--- config.mk ---
export PLATFORM = sky130hd
export DESIGN_NAME = imem_loader
export DESIGN_NICKNAME = d
export VERILOG_FILES = /design/src/rtl/imem_loader.sv
export SDC_FILE = /design/constraint.sdc
export NUM_CORES = 1
export LEC_CHECK = 0
export BUFFER_PORTS_ARGS = -buffer_cell sky130_fd_sc_hd__buf_2
export CORE_MARGIN = 2
export CORE_UTILIZATION = 33
export DETAILED_ROUTE_END_ITERATION = 7
export HOLD_SLACK_MARGIN = 0.02
export PLACE_DENSITY = 0.48
export SKIP_LAST_GASP = 1
export SLEW_MARGIN = 20
export SYNTH_ARGS = -nofsm -noshare
export SYNTH_HDL_FRONTEND = slang
export SYNTH_SLANG_ARGS = --single-unit
--- constraint.sdc ---
create_clock -name clk -period 3.7 [get_ports clk]
set_clock_uncertainty 0.15 [all_clocks]
set_input_delay 0.74 -clock clk [delete_from_list [all_inputs] [get_ports clk]]
set_output_delay 0.74 -clock clk [all_outputs]
set_load 0.02 [all_outputs]
--- src/rtl/imem_loader.sv ---
// Serial image loader for the 2048x16 instruction memory.
// Ports: clk/rst, rx_data/rx_rdy byte stream in; we/waddr/wdata memory
// write port, cpu_hold CPU reset hold, done/err load status levels out.
module imem_loader #(
  parameter int unsigned ADDR_W      = 11,
  parameter logic [7:0]  SYNC_BYTE   = 8'hA5,
  parameter int unsigned TIMEOUT_CYC = 1000000
) (
  input  logic              clk,
  input  logic              rst,
  input  logic [7:0]        rx_data,
  input  logic              rx_rdy,
  output logic              we,
  output logic [ADDR_W-1:0] waddr,
  output logic [15:0]       wdata,
  output logic              cpu_hold,
  output logic              done,
  output logic              err
);

  localparam int unsigned TO_W = $clog2(TIMEOUT_CYC + 1);
  localparam int unsigned CW   = ADDR_W + 1;

  typedef enum logic [2:0] {
    S_IDLE,
    S_LEN_HI,
    S_LEN_LO,
    S_DATA_HI,
    S_DATA_LO,
    S_CHK,
    S_DONE,
    S_ERR
  } state_t;

  state_t            state_q, state_d;
  logic              we_q, we_d;
  logic [ADDR_W-1:0] waddr_q, waddr_d;
  logic [15:0]       wdata_q, wdata_d;
  logic              hold_q, hold_d;
  logic              done_q, done_d;
  logic              err_q, err_d;
  logic [7:0]        sum_q, sum_d;
  logic [TO_W-1:0]   to_q, to_d;
  logic [CW-1:0]     cnt_q, cnt_d;
  logic [CW-1:0]     len_q, len_d;
  logic [7:0]        lenhi_q, lenhi_d;
  logic [7:0]        hi_q, hi_d;

  logic [15:0]       len_full;
  logic              len_bad;
  logic              in_frame;
  logic [CW-1:0]     cnt_inc;

  assign len_full = {lenhi_q, rx_data};
  assign len_bad  = (len_full == 16'd0) ||
                    (32'(len_full) > (32'd1 << ADDR_W));
  assign cnt_inc  = cnt_q + 1'b1;
  assign in_frame = (state_q == S_LEN_HI)  ||
                    (state_q == S_LEN_LO)  ||
                    (state_q == S_DATA_HI) ||
                    (state_q == S_DATA_LO) ||
                    (state_q == S_CHK);

  always_comb begin
    state_d = state_q;
    we_d    = 1'b0;
    waddr_d = waddr_q;
    wdata_d = wdata_q;
    hold_d  = hold_q;
    done_d  = done_q;
    err_d   = err_q;
    sum_d   = sum_q;
    to_d    = to_q;
    cnt_d   = cnt_q;
    len_d   = len_q;
    lenhi_d = lenhi_q;
    hi_d    = hi_q;

    // Address advances on the edge that ends the write pulse, so it is
    // stable for the whole we cycle. Wraps naturally after a full image.
    if (we_q) waddr_d = waddr_q + 1'b1;

    unique case (state_q)
      S_IDLE, S_DONE, S_ERR: begin
        if (rx_rdy && rx_data == SYNC_BYTE) begin
          state_d = S_LEN_HI;
          hold_d  = 1'b1;
          done_d  = 1'b0;
          err_d   = 1'b0;
          sum_d   = 8'd0;
          waddr_d = '0;
          cnt_d   = '0;
        end
      end
      S_LEN_HI: begin
        if (rx_rdy) begin
          lenhi_d = rx_data;
          state_d = S_LEN_LO;
        end
      end
      S_LEN_LO: begin
        if (rx_rdy) begin
          if (len_bad) begin
            state_d = S_ERR;
            err_d   = 1'b1;
          end else begin
            len_d   = CW'(len_full);
            state_d = S_DATA_HI;
          end
        end
      end
      S_DATA_HI: begin
        if (rx_rdy) begin
          hi_d    = rx_data;
          sum_d   = sum_q + rx_data;
          state_d = S_DATA_LO;
        end
      end
      S_DATA_LO: begin
        if (rx_rdy) begin
          sum_d   = sum_q + rx_data;
          we_d    = 1'b1;
          wdata_d = {hi_q, rx_data};
          cnt_d   = cnt_inc;
          state_d = (cnt_inc == len_q) ? S_CHK : S_DATA_HI;
        end
      end
      S_CHK: begin
        if (rx_rdy) begin
          if (rx_data == sum_q) begin
            state_d = S_DONE;
            done_d  = 1'b1;
            hold_d  = 1'b0;
          end else begin
            state_d = S_ERR;
            err_d   = 1'b1;
          end
        end
      end
      default: state_d = S_IDLE;
    endcase

    // Inter-byte watchdog; only byte handling above can move the FSM on an
    // rx_rdy cycle, so the expiry branch never competes with it.
    if (in_frame) begin
      if (rx_rdy) begin
        to_d = '0;
      end else if (to_q == TO_W'(TIMEOUT_CYC - 1)) begin
        to_d    = '0;
        state_d = S_ERR;
        err_d   = 1'b1;
      end else begin
        to_d = to_q + 1'b1;
      end
    end else begin
      to_d = '0;
    end
  end

  always_ff @(posedge clk or posedge rst) begin
    if (rst) begin
      state_q <= S_IDLE;
      we_q    <= 1'b0;
      waddr_q <= '0;
      wdata_q <= '0;
      hold_q  <= 1'b0;
      done_q  <= 1'b0;
      err_q   <= 1'b0;
      sum_q   <= '0;
      to_q    <= '0;
      cnt_q   <= '0;
      len_q   <= '0;
      lenhi_q <= '0;
      hi_q    <= '0;
    end else begin
      state_q <= state_d;
      we_q    <= we_d;
      waddr_q <= waddr_d;
      wdata_q <= wdata_d;
      hold_q  <= hold_d;
      done_q  <= done_d;
      err_q   <= err_d;
      sum_q   <= sum_d;
      to_q    <= to_d;
      cnt_q   <= cnt_d;
      len_q   <= len_d;
      lenhi_q <= lenhi_d;
      hi_q    <= hi_d;
    end
  end

  assign we       = we_q;
  assign waddr    = waddr_q;
  assign wdata    = wdata_q;
  assign cpu_hold = hold_q;
  assign done     = done_q;
  assign err      = err_q;

endmodule
==> results.md <==
* Die span in x at 130 um
* CP Data Required Time at 3750 ps
* Nets@finish at 600
* Initial antenna violation count at 0
* Max Cap Violations at 0
* Setup TNS at 0 ps
* Worst VDD drop at 251 uV
* DP Wirelength at 8510 um
* RSZ-0062 raised after global routing: false
* Tot Pwr at 3880 uW
* Synth cell types at 57
* CTS Sinks at 102
* Share of layout cells above drive strength 1 at 0.167
* Cts hold-fix bufs at 0
* DR vias at 3970
* Leak at 0.00266 uW
* Worst-Skew Late Latency at 350 ps
* Vias/cell at around 5.0
* Ant. Diodes at 0
* Initial DRC Count at 191
* Core area at 0.0157 sq mm
* Mapped Nets at 560
* Seq cells post-synth at just over 100
* Min-Delay Path Class: flip-flop to flip-flop
* Worst-Margin Slew at 753 ps
* Largest net degree at the start of global routing at 60
* Routed wire length at between 10000 and 15000 um
* CP Class: flip-flop to flip-flop
* CTS Buffer Depth at 2
* Post-synth EDFFs at 0
* GR Util All Layers at 0.153
* # IOs at 42
* Max Slew Vio Count at 0
* Crit Path Max Fanout at 20
* Most common cell after layout, fill and taps aside: dfrtp_1
* CTS H-tree depth at 3
* Final ANT Viol Nets at 0
* Synthesized area at between 0.005 and 0.006 sq mm
* Setup Viol. Count Final at 0
* Post-Syn Instances at 537
* Critical path arrival at 2620 ps
* Yosys Warn Count at 0
* Final hold violations at 0
* Max_slew headroom at 0.498
* Die footprint at 0.0169 sq mm
* Drt first pass iters at 4
* CTS tree: done
* Period utilization at 0.693
* Rows at 46
* Num CTS Buffers at 9
* Post-route DRC violation count at 0
* Setup crit start kind: flip-flop
* Power Dens Cells at 648 mW/mm^2
* FILL cells at 1558
* Commonest non-fill, non-tap cells in the layout: 102 x dfrtp_1, 84 x nand2_1, 56 x nor2_1
* Clk slew on worst S/H paths at 70 ps
* Syn avg cell area at 9.77 sq um
* Root Buffer: clkbuf_16
* Initial core utilization at 0.334
* Minimum clock period at 2570 ps
* Layout overhead on the synthesized area at 14.0%
* Vias in the first global route at approximately 3800
* FF/Latch Area at 0.00255 sq mm
* CP Capture Type: flip-flop
* Multi-input logic area at 0.00255 sq mm
* IO Port Bufs at between 40 and 50
* Total gr overflow at 0
* Finished Core Util at 0.381
* FFs w/ async S/R, synth at 1.00
* First-pass GRT wire length at 20300 um
* Post-CTS setup buffers at 0
* Ys flop type: dfrtp_1
* Routability congestion estimate at 0.841
* Routed wire length per instance at 15.0 um
* Seq/Total Area, Yosys at 0.486
* Peak Freq at 0.390 GHz
* Post-CTS resize count at 0
* Outcome: completed
* DIE HEIGHT at 130 um
## flip-flops by register name, indices dropped and copies added, names as in the netlist
register / flops
to_q: 20
wdata: 16
cnt_q: 12
len_q: 12
waddr: 11
hi_q: 8
lenhi_q: 8
sum_q: 8
state_q: 3
cpu_hold: 1
done: 1
err: 1
we: 1
## routing by layer
| metal | wire, um | up-vias | track usage |
|---|---|---|---|
| met5 | 0 | - | 0 |
| met4 | 201 | 0 | 0.0582 |
| met3 | 378 | 17 | 0.0262 |
| met2 | 5350 | 53 | 0.228 |
| met1 | 6070 | 1932 | 0.224 |
| li1 | - | 1968 | - |
## Yosys cell counts, types with 2 or more instances
| cell | n | share of area |
|---|---|---|
| nor4_1 | 7 | 0.0083 |
| nor2_1 | 56 | 0.040 |
| o21bai_1 | 2 | 0.0029 |
| xor2_1 | 22 | 0.037 |
| or3_1 | 4 | 0.0048 |
| o21ai_1 | 2 | 0.0019 |
| inv_1 | 13 | 0.0093 |
| mux2_2 | 21 | 0.045 |
| nor4b_1 | 2 | 0.0033 |
| o21ai_0 | 28 | 0.027 |
| mux2i_1 | 3 | 0.0057 |
| clkbuf_1 | 10 | 0.0072 |
| nand2b_1 | 3 | 0.0036 |
| a21oi_1 | 10 | 0.0095 |
| dfrtp_1 | 102 | 0.49 |
| xnor2_1 | 25 | 0.042 |
| o211ai_1 | 3 | 0.0043 |
| ha_1 | 11 | 0.026 |
| buf_2 | 8 | 0.0076 |
| o22ai_1 | 10 | 0.012 |
| and3_1 | 12 | 0.014 |
| nand4_1 | 10 | 0.012 |
| nand3_1 | 26 | 0.025 |
| nand4b_1 | 2 | 0.0033 |
| a31oi_1 | 3 | 0.0036 |
| nor3_1 | 9 | 0.0086 |
| o31ai_1 | 6 | 0.0086 |
| nor2b_1 | 4 | 0.0048 |
| mux2_1 | 6 | 0.013 |
| and4_4 | 3 | 0.0064 |
| a41oi_1 | 2 | 0.0033 |
| and4_1 | 3 | 0.0050 |
| nand2_1 | 84 | 0.060 |
| a21o_1 | 2 | 0.0029 |
## worst max-delay path: stages (launching register included)
cell	delay, ps
dfrtp_1	400
ha_1	230
and4_1	250
nand2_1	120
nor4_1	490
or3b_1	660
nor2_1	120
## layout make-up
cell class,count,area share
Multi-Input combinational cell,401,0.427
Clock inverter,5,0.00669
Tap cell,216,0.0452
Timing Repair Buffer,49,0.0464
Inverter,14,0.00920
Clock buffer,11,0.0389
Sequential cell,102,0.427
## cells by family after synthesis
kind of cell | synth area share
DFF | 0.486
AOI/OAI and AO/OA | 0.0968
muxes | 0.0636
buffers and inverters | 0.0269
and+or+nand+nor | 0.218
adders and majority gates | 0.0300
xor gates and xnor gates | 0.0784
## power by group
part	switching (uW)	internal [uW]
logic	689	546
registers	295	1450
clock network	433	465
total	1420	2460
## stage by stage
stage	instances	area [sq um]	hold slack [ps]	setup slack, ps
final	798	5980	321	1130
after floorplan	537	5250	283	135
after global routing	798	5980	355	809
after detailed placement	782	5710	307	750
after global placement	782	5710	307	797
after CTS	798	5980	325	1120
## path summary, 6_finish.rpt
check / startpoint / endpoint / slack (ps) / cells past startpoint
setup reg to reg: to_q[0]$_DFF_PP0_ / to_q[4]$_DFF_PP0_ / 1130 / 6
max in group asynchronous: rst / to_q[11]$_DFF_PP0_ / 2320 / 3
setup / recovery: to_q[0]$_DFF_PP0_ / to_q[4]$_DFF_PP0_ / 1130 / 6
min in group asynchronous: rst / wdata[6]$_DFFE_PP0P_ / 360 / 2
hold reg to reg: hi_q[0]$_DFFE_PP0P_ / wdata[8]$_DFFE_PP0P_ / 320 / 2
hold / removal: hi_q[0]$_DFFE_PP0P_ / wdata[8]$_DFFE_PP0P_ / 320 / 2
Power figures use the tool's default switching activity.
